===== src/rtl/alu_seq.sv =====
// Registered 4-bit-opcode ALU with iterative shifts and a shift-add multiplier behind a start/busy/done handshake.
// Single-cycle ops complete in 1 cycle; shifts in k+1 cycles; MUL in WIDTH+1 cycles. start is ignored while busy.
module alu_seq #(
  parameter int WIDTH  = 16,
  parameter int SHW    = $clog2(WIDTH),
  parameter int MUL_EN = 1
) (
  input  logic             clk,
  input  logic             rst_n,
  input  logic             start,
  input  logic [3:0]       opcode,
  input  logic [WIDTH-1:0] arg1,
  input  logic [WIDTH-1:0] arg2,
  input  logic [4:0]       in_flg,
  input  logic             block_cy_ov,
  output logic             busy,
  output logic             done,
  output logic [WIDTH-1:0] res,
  output logic [4:0]       out_flg
);

  localparam int CW = $clog2(WIDTH + 1);

  localparam logic [3:0] OP_ADD = 4'b0000;
  localparam logic [3:0] OP_SUB = 4'b0001;
  localparam logic [3:0] OP_AND = 4'b0010;
  localparam logic [3:0] OP_OR  = 4'b0011;
  localparam logic [3:0] OP_XOR = 4'b0100;
  localparam logic [3:0] OP_NOT = 4'b0101;
  localparam logic [3:0] OP_PA1 = 4'b0110;
  localparam logic [3:0] OP_PA2 = 4'b0111;
  localparam logic [3:0] OP_SHL = 4'b1000;
  localparam logic [3:0] OP_SHR = 4'b1001;
  localparam logic [3:0] OP_SAR = 4'b1010;
  localparam logic [3:0] OP_MUL = 4'b1011;

  typedef enum logic {IDLE, RUN} state_t;

  state_t           state_q;
  logic [3:0]       op_q;
  logic [WIDTH-1:0] mc_q;
  logic [WIDTH-1:0] acc_q;
  logic [WIDTH-1:0] hi_q;
  logic [CW-1:0]    cnt_q;
  logic             blk_q;
  logic             cyin_q;
  logic             ovin_q;
  logic             busy_q;
  logic             done_q;
  logic [WIDTH-1:0] res_q;
  logic [4:0]       flg_q;

  logic             cin;
  logic [WIDTH:0]   sum;
  logic [WIDTH:0]   dif;
  logic             one_multi_d;
  logic             one_cy_d;
  logic             one_ov_d;
  logic [WIDTH-1:0] one_res_d;
  logic [4:0]       one_flg_d;

  logic [WIDTH:0]   madd;
  logic [WIDTH-1:0] step_acc_d;
  logic [WIDTH-1:0] step_hi_d;
  logic             step_cy_d;
  logic             step_ov_d;
  logic [4:0]       step_flg_d;

  // Only CY and OV of the incoming flag bus feed the datapath.
  logic unused_flg;
  assign unused_flg = ^{in_flg[4], in_flg[2:1]};

  function automatic logic [4:0] mk_flags(input logic [WIDTH-1:0] r, input logic cy, input logic ov,
                                          input logic blk, input logic cyi, input logic ovi);
    mk_flags = {~|r, blk ? cyi : cy, r[WIDTH-1], ^r, blk ? ovi : ov};
  endfunction

  always_comb begin
    cin         = block_cy_ov & in_flg[3];
    sum         = {1'b0, arg1} + {1'b0, arg2} + {{WIDTH{1'b0}}, cin};
    dif         = {1'b0, arg1} - {1'b0, arg2} - {{WIDTH{1'b0}}, cin};
    one_res_d   = arg2;
    one_cy_d    = 1'b0;
    one_ov_d    = 1'b0;
    one_multi_d = 1'b0;
    case (opcode)
      OP_ADD: begin
        one_res_d = sum[WIDTH-1:0];
        one_cy_d  = sum[WIDTH];
        one_ov_d  = (arg1[WIDTH-1] == arg2[WIDTH-1]) && (sum[WIDTH-1] != arg1[WIDTH-1]);
      end
      OP_SUB: begin
        one_res_d = dif[WIDTH-1:0];
        one_cy_d  = dif[WIDTH];
        one_ov_d  = (arg1[WIDTH-1] != arg2[WIDTH-1]) && (dif[WIDTH-1] != arg1[WIDTH-1]);
      end
      OP_AND: one_res_d = arg1 & arg2;
      OP_OR:  one_res_d = arg1 | arg2;
      OP_XOR: one_res_d = arg1 ^ arg2;
      OP_NOT: one_res_d = ~arg1;
      OP_PA1: one_res_d = arg1;
      OP_PA2: one_res_d = arg2;
      // A zero-count shift completes immediately with the operand unchanged.
      OP_SHL, OP_SHR, OP_SAR: begin
        one_res_d   = arg1;
        one_multi_d = (arg2[SHW-1:0] != '0);
      end
      OP_MUL: one_multi_d = (MUL_EN != 0);
      default: one_res_d = arg2;
    endcase
    one_flg_d = mk_flags(one_res_d, one_cy_d, one_ov_d, block_cy_ov, in_flg[3], in_flg[0]);
  end

  // One iteration: shifts move acc by one bit; MUL adds the multiplicand into the
  // high half when the multiplier LSB is set, then shifts {hi,acc} right.
  always_comb begin
    madd       = {1'b0, hi_q} + (acc_q[0] ? {1'b0, mc_q} : {(WIDTH+1){1'b0}});
    step_hi_d  = hi_q;
    step_ov_d  = 1'b0;
    case (op_q)
      OP_SHL: begin
        step_acc_d = {acc_q[WIDTH-2:0], 1'b0};
        step_cy_d  = acc_q[WIDTH-1];
      end
      OP_SHR: begin
        step_acc_d = {1'b0, acc_q[WIDTH-1:1]};
        step_cy_d  = acc_q[0];
      end
      OP_SAR: begin
        step_acc_d = {acc_q[WIDTH-1], acc_q[WIDTH-1:1]};
        step_cy_d  = acc_q[0];
      end
      default: begin
        step_hi_d  = madd[WIDTH:1];
        step_acc_d = {madd[0], acc_q[WIDTH-1:1]};
        step_cy_d  = |madd[WIDTH:1];
        step_ov_d  = |madd[WIDTH:1];
      end
    endcase
    step_flg_d = mk_flags(step_acc_d, step_cy_d, step_ov_d, blk_q, cyin_q, ovin_q);
  end

  always_ff @(posedge clk or negedge rst_n) begin
    if (!rst_n) begin
      state_q <= IDLE;
      op_q    <= '0;
      mc_q    <= '0;
      acc_q   <= '0;
      hi_q    <= '0;
      cnt_q   <= '0;
      blk_q   <= 1'b0;
      cyin_q  <= 1'b0;
      ovin_q  <= 1'b0;
      busy_q  <= 1'b0;
      done_q  <= 1'b0;
      res_q   <= '0;
      flg_q   <= '0;
    end else begin
      done_q <= 1'b0;
      case (state_q)
        IDLE: begin
          if (start) begin
            op_q   <= opcode;
            mc_q   <= arg1;
            hi_q   <= '0;
            blk_q  <= block_cy_ov;
            cyin_q <= in_flg[3];
            ovin_q <= in_flg[0];
            if (one_multi_d) begin
              state_q <= RUN;
              busy_q  <= 1'b1;
              if (opcode == OP_MUL) begin
                acc_q <= arg2;
                cnt_q <= CW'(WIDTH);
              end else begin
                acc_q <= arg1;
                cnt_q <= CW'(arg2[SHW-1:0]);
              end
            end else begin
              res_q  <= one_res_d;
              flg_q  <= one_flg_d;
              done_q <= 1'b1;
            end
          end
        end
        RUN: begin
          acc_q <= step_acc_d;
          hi_q  <= step_hi_d;
          cnt_q <= cnt_q - CW'(1);
          if (cnt_q == CW'(1)) begin
            res_q   <= step_acc_d;
            flg_q   <= step_flg_d;
            done_q  <= 1'b1;
            busy_q  <= 1'b0;
            state_q <= IDLE;
          end
        end
        default: state_q <= IDLE;
      endcase
    end
  end

  assign busy    = busy_q;
  assign done    = done_q;
  assign res     = res_q;
  assign out_flg = flg_q;

endmodule


===== config.mk =====
export PLATFORM = sky130hd
export DESIGN_NAME = alu_seq
export DESIGN_NICKNAME = d
export VERILOG_FILES = /design/src/rtl/alu_seq.sv
export SDC_FILE = /design/constraint.sdc
export NUM_CORES = 1
export LEC_CHECK = 0
export CORE_UTILIZATION = 40
export DETAILED_ROUTE_END_ITERATION = 8
export SLEW_MARGIN = 20
export SYNTH_ARGS = -nofsm -noshare
export SYNTH_HDL_FRONTEND = slang
export SYNTH_SLANG_ARGS = --single-unit

===== constraint.sdc =====
create_clock -name clk -period 2.8 [get_ports clk]
set_input_delay 0.84 -clock clk [delete_from_list [all_inputs] [get_ports clk]]
set_output_delay 0.84 -clock clk [all_outputs]
set_load 0.05 [all_outputs]

# Word-level counts from Yosys, hierarchy flattened
# Cells that the tools add are included.
totals:
  word_cells: 111
  mem_bits_rw: 0
  mem_count: 0
  romBits: 0
  regBits: 84
  input_bits: 45
  latchBits: 0
classes:
  n_reduce_logical: 20
  add_sub_neg: 6
  mux: 43
  bitwise: 6
  n_div: 0
  multipliers: 0
  eq_ne: 23
  magnitude_cmp: 0
  shifts: 0
op_table:
  columns: ["op", "n"]
  rows:
  - ["$mux W16", 9]
  - ["$pmux W16 S7", 1]
  - ["$pmux W16 S2", 3]
  - ["$pmux W16 S3", 1]
  - ["$reduce_or A16 Y1", 3]
  - ["$add A16 B16 Y17", 2]
  - ["$reduce_xor A16 Y1", 2]
  - ["$mux W5", 6]
  - ["$eq A4 B4 Y1 const B", 7]
  - ["$pmux W5 S2", 2]
  - ["$add A17 B1 Y17", 1]
  - ["$sub A16 B16 Y17", 1]
  - ["$sub A17 B1 Y17", 1]
  - ["$and A16 B16 Y16", 1]
  - ["$not A16 Y16", 1]
  - ["$or A16 B16 Y16", 1]
  - ["$xor A16 B16 Y16", 1]
  - ["$mux W1", 14]
  - ["$pmux W1 S2", 7]
  - ["$eq A4 B3 Y1 const B", 3]
  - ["$eq A4 B2 Y1 const B", 2]
  - ["$ne A2 B2 Y1 const B", 4]
  - ["$reduce_and A2 Y1", 3]
  - ["$reduce_and A3 Y1", 2]
  - ["15 further kinds", 20]

# Longest topological paths before layout
depth:
  word_depth: 9
  mapped_depth: 19

# Least setup slack after synthesis
# No wires, ideal clock.
synth_path:
  path_kind: "input to register"
  startpoint: "in arg2[0]"
  endpoint: "reg flg_q[1] (netlist: out_flg[1])"
  t_arrival_ps: 3930
  slack_ps: -1267
  n_path_buf: 0
  stages: 16
  required_time_ps: 2663
  setup_ps: 137
  cell_sequence: "inv_1 > fa_1 > fa_1 > o211ai_1 > a21oi_1 > o311ai_1 > a211oi_1 > a31oi_1 > nor2_1 > o32ai_2 > ha_1 > xnor2_1 > xnor2_1 > xnor2_1 > o21ai_0 > a21oi_1"
synth_between:
  elab_chain_len: 7
synth_lines:
  columns: ["item", "line", "rtl"]
  rows:
  - ["start: declaration", "13", "input logic [WIDTH-1:0] arg2,"]
  - ["$sub A16 B16 Y17 / $add A16 B16 Y17 (equally long branches)", "81, 80", null]
  - ["$sub A17 B1 Y17 / $add A17 B1 Y17 (equally long branches)", "81, 80", null]
  - ["$pmux W16 S7", "86", "case (opcode)"]
  - ["$reduce_xor A16 Y1", "75", "mk_flags = {~|r, blk ? cyi : cy, r[WIDTH-1], ^r, blk ? ovi : ov};"]
  - ["$mux W5", "169", "if (one_multi_d) begin"]
  - ["$mux W5", "162", "if (start) begin"]
  - ["$pmux W5 S2", "160", "case (state_q)"]
  - ["end signal: assignment", "181", "flg_q <= one_flg_d;"]
  - ["end signal: assignment", "192", "flg_q <= step_flg_d;"]
  - ["end: declaration", "51", "logic [4:0] flg_q;"]
# Several ways; a longest one is shown, not always the timed one. The select of a mux whose other input is x is not followed.
# A chain may end at the register's enable or synchronous reset.

# Final worst setup path
layout_path:
  startpoint: "in in_flg[3]"
  endpoint: "reg flg_q[1] (netlist: out_flg[1])"
layout_between:
  elab_chain_len: 7
layout_lines:
  columns: ["item", "line", "rtl"]
  rows:
  - ["start: declaration", "14", "input logic [4:0] in_flg,"]
  - ["$and A1 B1 Y1 *", "79", "cin = block_cy_ov & in_flg[3];"]
  - ["$sub A17 B1 Y17 / $add A17 B1 Y17 (equally long branches)", "81, 80", null]
  - ["$pmux W16 S7 *", "86", null]
  - ["$reduce_xor A16 Y1 *", "75", null]
  - ["$mux W5 *", "169", null]
  - ["$mux W5 *", "162", null]
  - ["$pmux W5 S2 *", "160", null]
# Every way passes the cells marked *; elsewhere a longest branch is shown, timed or not. The select of a mux whose other input is x is not followed.

==> impl.org <==
** STA
- In this run the tightest slew margin relative to its limit is 0.538.
- Final hold analysis gives a worst-case slack of 429 ps.
- Final hold vios :: 0
- The max-slew violation total from the final report was 0.
- Slew of the pin with the lowest slew margin :: 694 ps
- Number of endpoints failing setup at the final stage :: 16
- Final worst clock skew :: 9.94 ps
- Setup slack on the critical path of the routed design comes to -1200 ps.
- Max Clock Freq :: 250 MHz
- Of the available clock period, the critical path in the final layout requires 1.43.
- Setup repair after global routing could not meet its margin everywhere.
- Subtracting the final worst setup slack from the clock period gives 4000 ps.

** Layout
- In the final design database the tool counted 1553 nets.
- In the final layout, the share of cells above drive strength 1 is 0.363.
- The number of antenna diodes in the final layout is 0.
- Number of inserted filler cells in the final layout :: 1797
- Layout-stage area growth over the synthesis result :: 54.3%
- Non-filler cells, final :: 1682

** Global route
- The total overflow left after global routing is 0.
- Total routing usage reported by global routing :: 0.290
- Global-route wire length before repair :: 48.0 mm
- Initial antenna violation count :: 1
- Pin count of the biggest net entering global routing :: 56
- Number of global-route vias before repair :: 8943

** Synthesis
- Number of enable-type register cells in the synthesized netlist :: 0
- Yosys attributes the largest share of cell area to sky130_fd_sc_hd__dfrtp_1 25%, sky130_fd_sc_hd__ha_1 14%, sky130_fd_sc_hd__a21oi_1 5.6%.
- Async SR Flop Fraction :: 1.00
- Flip-flop and latch count after synthesis :: 83
- Of the synthesized area, sequential elements account for 0.251.
- Syn Nets :: 1201
- The share of synthesized area in the top cell type comes to 0.251.
- Area leader, netlist :: sky130_fd_sc_hd__dfrtp_1
- Total of warnings raised by yosys :: 0
- For this run, the leading register cell type out of synthesis is sky130_fd_sc_hd__dfrtp_1.
- Cell area after synthesis :: 8290 um2
- Ranked by instance count, the synthesized netlist is headed by 110 x sky130_fd_sc_hd__nand2_1, 103 x sky130_fd_sc_hd__nor2_1, 96 x sky130_fd_sc_hd__ha_1, 92 x sky130_fd_sc_hd__a21oi_1, 83 x sky130_fd_sc_hd__dfrtp_1.
- Mean cell area of the mapped netlist :: 7.86 um2
- Most common cell in the synthesized netlist :: sky130_fd_sc_hd__nand2_1
- Number of unique standard cell types used by synthesis :: 77
- In the synthesized netlist, the number of instances is 1055.

** Setup path
- The critical path goes through buf_8, nand2_8, inv_4, fa_2, inv_2, ha_4, o21ai_4, a211oi_4, buf_6, a32oi_4, a211oi_4, nor3_4, o2111ai_2, o22ai_1, ha_2, xnor2_2, xnor2_1, xnor2_1, o21ai_1, a21oi_1.
- Kind of cell adding the most delay to the critical path :: compound AO/OA/AOI/OAI gates
- STA classifies the critical path endpoint as a flop.
- Delay contributed by the slowest stage of the critical path :: 600 ps
- Worst Path Buf+Inv :: 4
- Critical path peak fanout :: 4
- The slowest stage of the critical path belongs to the cell sky130_fd_sc_hd__fa_2.
- Launching instance or port of the critical path :: in_flg[3]
- CP Class :: input port to flop
- Crit path required time :: 3080 ps
- STA classifies the critical path startpoint as an input port.
- Reg-to-reg critical path startpoint :: acc_q[0]
- At the worst endpoint, the arrival time is 4280 ps.

** Floorplanning
- The floorplan step set the die width to 146 um.
- Initial core utilization :: 0.408
- Die Footprint :: 21300 um2
- The initialized floorplan defines 52 standard-cell rows.
- The floorplan step set the die height to 146 um.
- Top-level port count :: 68
- Std-Cell Core Area :: 20300 um2

** Placement
- Detailed placement ended at an HPWL of 23.7 mm.
- Routability-driven placement finished with a final weighted congestion of 0.945.
- After detailed placement, the design holds a cell count of 1634.
- Port buffering added 64 buffers.

** CTS
- TritonCTS built the clock tree.
- CTS built an H-tree with a depth of 3.
- Root Buffer Master :: sky130_fd_sc_hd__clkbuf_16
- Max Buffers Root-to-Sink :: 2
- Clock insertion delay at the later pin of the skew report :: 350 ps
- Number of buffers inserted during clock tree synthesis :: 9
- After clock tree synthesis, the clock-pin slew on the worst setup and hold paths is 70 ps.
- Counting every sink on the clock net gives 83.

** Pwr
- For this design the static power due to leakage is 5.81 nW.
- Worst IR Drop VDD :: 0.000610 V
- The design draws 10.3 mW.
- Dividing total power by cell area gives a power density of 805 nW/um2.

** Route
- Number of routed nets with antenna violations :: 0
- Per-cell routed wire length :: 18.5 um
- For this block, the initial DRC count from the detailed router was 609.
- The routed design has 31.0 mm of wire.
- Before antenna repair, the detailed router went through 5 iterations.
- Via count :: 9176
- Average via count per standard cell :: 5.46
- In the routed design, unresolved DRC markers number 0.

** Flow run
- Max-cap violations in this run came to 0.

** Outcome
- Outcome :: complete, but fails checks
- The final reports fail on setup timing.

** Worst hold path
- Kind of path behind the tightest hold check :: input port to asynchronous set/reset pin
[per-layer routing]
layer	part of all wire	GRT usage
met2	0.47	0.473
met4	0.027	0.0916
met5	0.00042	0
met1	0.45	0.396
met3	0.053	0.0382
[path summary, 6_finish.rpt]
path                       cells past startpoint    endpoint  slack, ps
hold reg to reg                                2     op_q[2]        480
max in group asynchronous                      2      res[9]       1770
hold / removal                                 1    hi_q[14]        430
min in group clk                               2     op_q[2]        480
setup / recovery                              20  out_flg[1]      -1200
setup reg to reg                              12  out_flg[0]       -380
[metrics by stage]
| step | instance area, um2 | setup WS [ps] | utilization | TNS (ps) |
|---|---|---|---|---|
| floorplan | 8440 | -1070 | - | -4270 |
| global route | 12800 | -1330 | 0.630 | -9870 |
| finish | 12800 | -1200 | 0.630 | -8060 |
| detailed placement | 11500 | -2020 | 0.567 | -25560 |
| global placement | 11500 | -1960 | 0.567 | -24770 |
| CTS | 12400 | -1140 | 0.609 | -7810 |
[layout make-up]
cell class	count	area, um2	share of cell area
clock buffers	9	225	0.0176
well taps	270	338	0.0264
clock inverters	7	76.3	0.00597
inverters	68	260	0.0203
multi-input cells	854	6560	0.512
flip-flops and latches	83	2080	0.162
repair buffers	391	3260	0.255
[flip-flops by register name (all words and copies together), names as in the netlist]
name	count
acc_q	16
hi_q	16
mc_q	16
res	15
cnt_q	5
out_flg	5
op_q	4
blk_q	1
busy	1
cyin_q	1
done	1
ovin_q	1
state_q	1
[report_power, final]
part	total (mW)	internal (mW)	leakage, nW	switching, mW
logic	6.86	3.23	4.64	3.63
registers	2.16	1.77	1.02	0.398
clock network	1.27	0.701	0.148	0.571
total	10.3	5.69	5.81	4.60
[kinds of logic (layout without fill, tap and decap cells)]
family / after synthesis / after routing / share of synthesized area
compound gates: 311 / 311 / 0.241
xor+xnor: 40 / 40 / 0.0423
fa+ha+maj: 101 / 101 / 0.157
buf+inv: 118 / 475 / 0.0558
flops: 83 / 83 / 0.251
mux: 29 / 29 / 0.0359
simple gates: 373 / 373 / 0.218
[layout by cell type, fill, tap and decap left out, drive strengths merged, types with 21 or more instances in the layout]
cell           Yosys  routed
buf               17     332
o21ai             83      83
nand2            110     110
and2              21      21
nor2             103     103
nand2b            25      25
clkdlybuf4s50      0      35
mux2i             23      23
dfrtp             83      83
a21oi             92      92
ha                96      96
inv               67      69
xnor2             35      35
nand3             42      42
[timing repair]
item,CTS,global route
gates resized for setup,151,71
hold buffers,0,0
setup endpoints to repair,20,20
pin swaps,58,59
cloned,0,2
buffers inserted,21,16
Power figures use the tool's default switching activity.
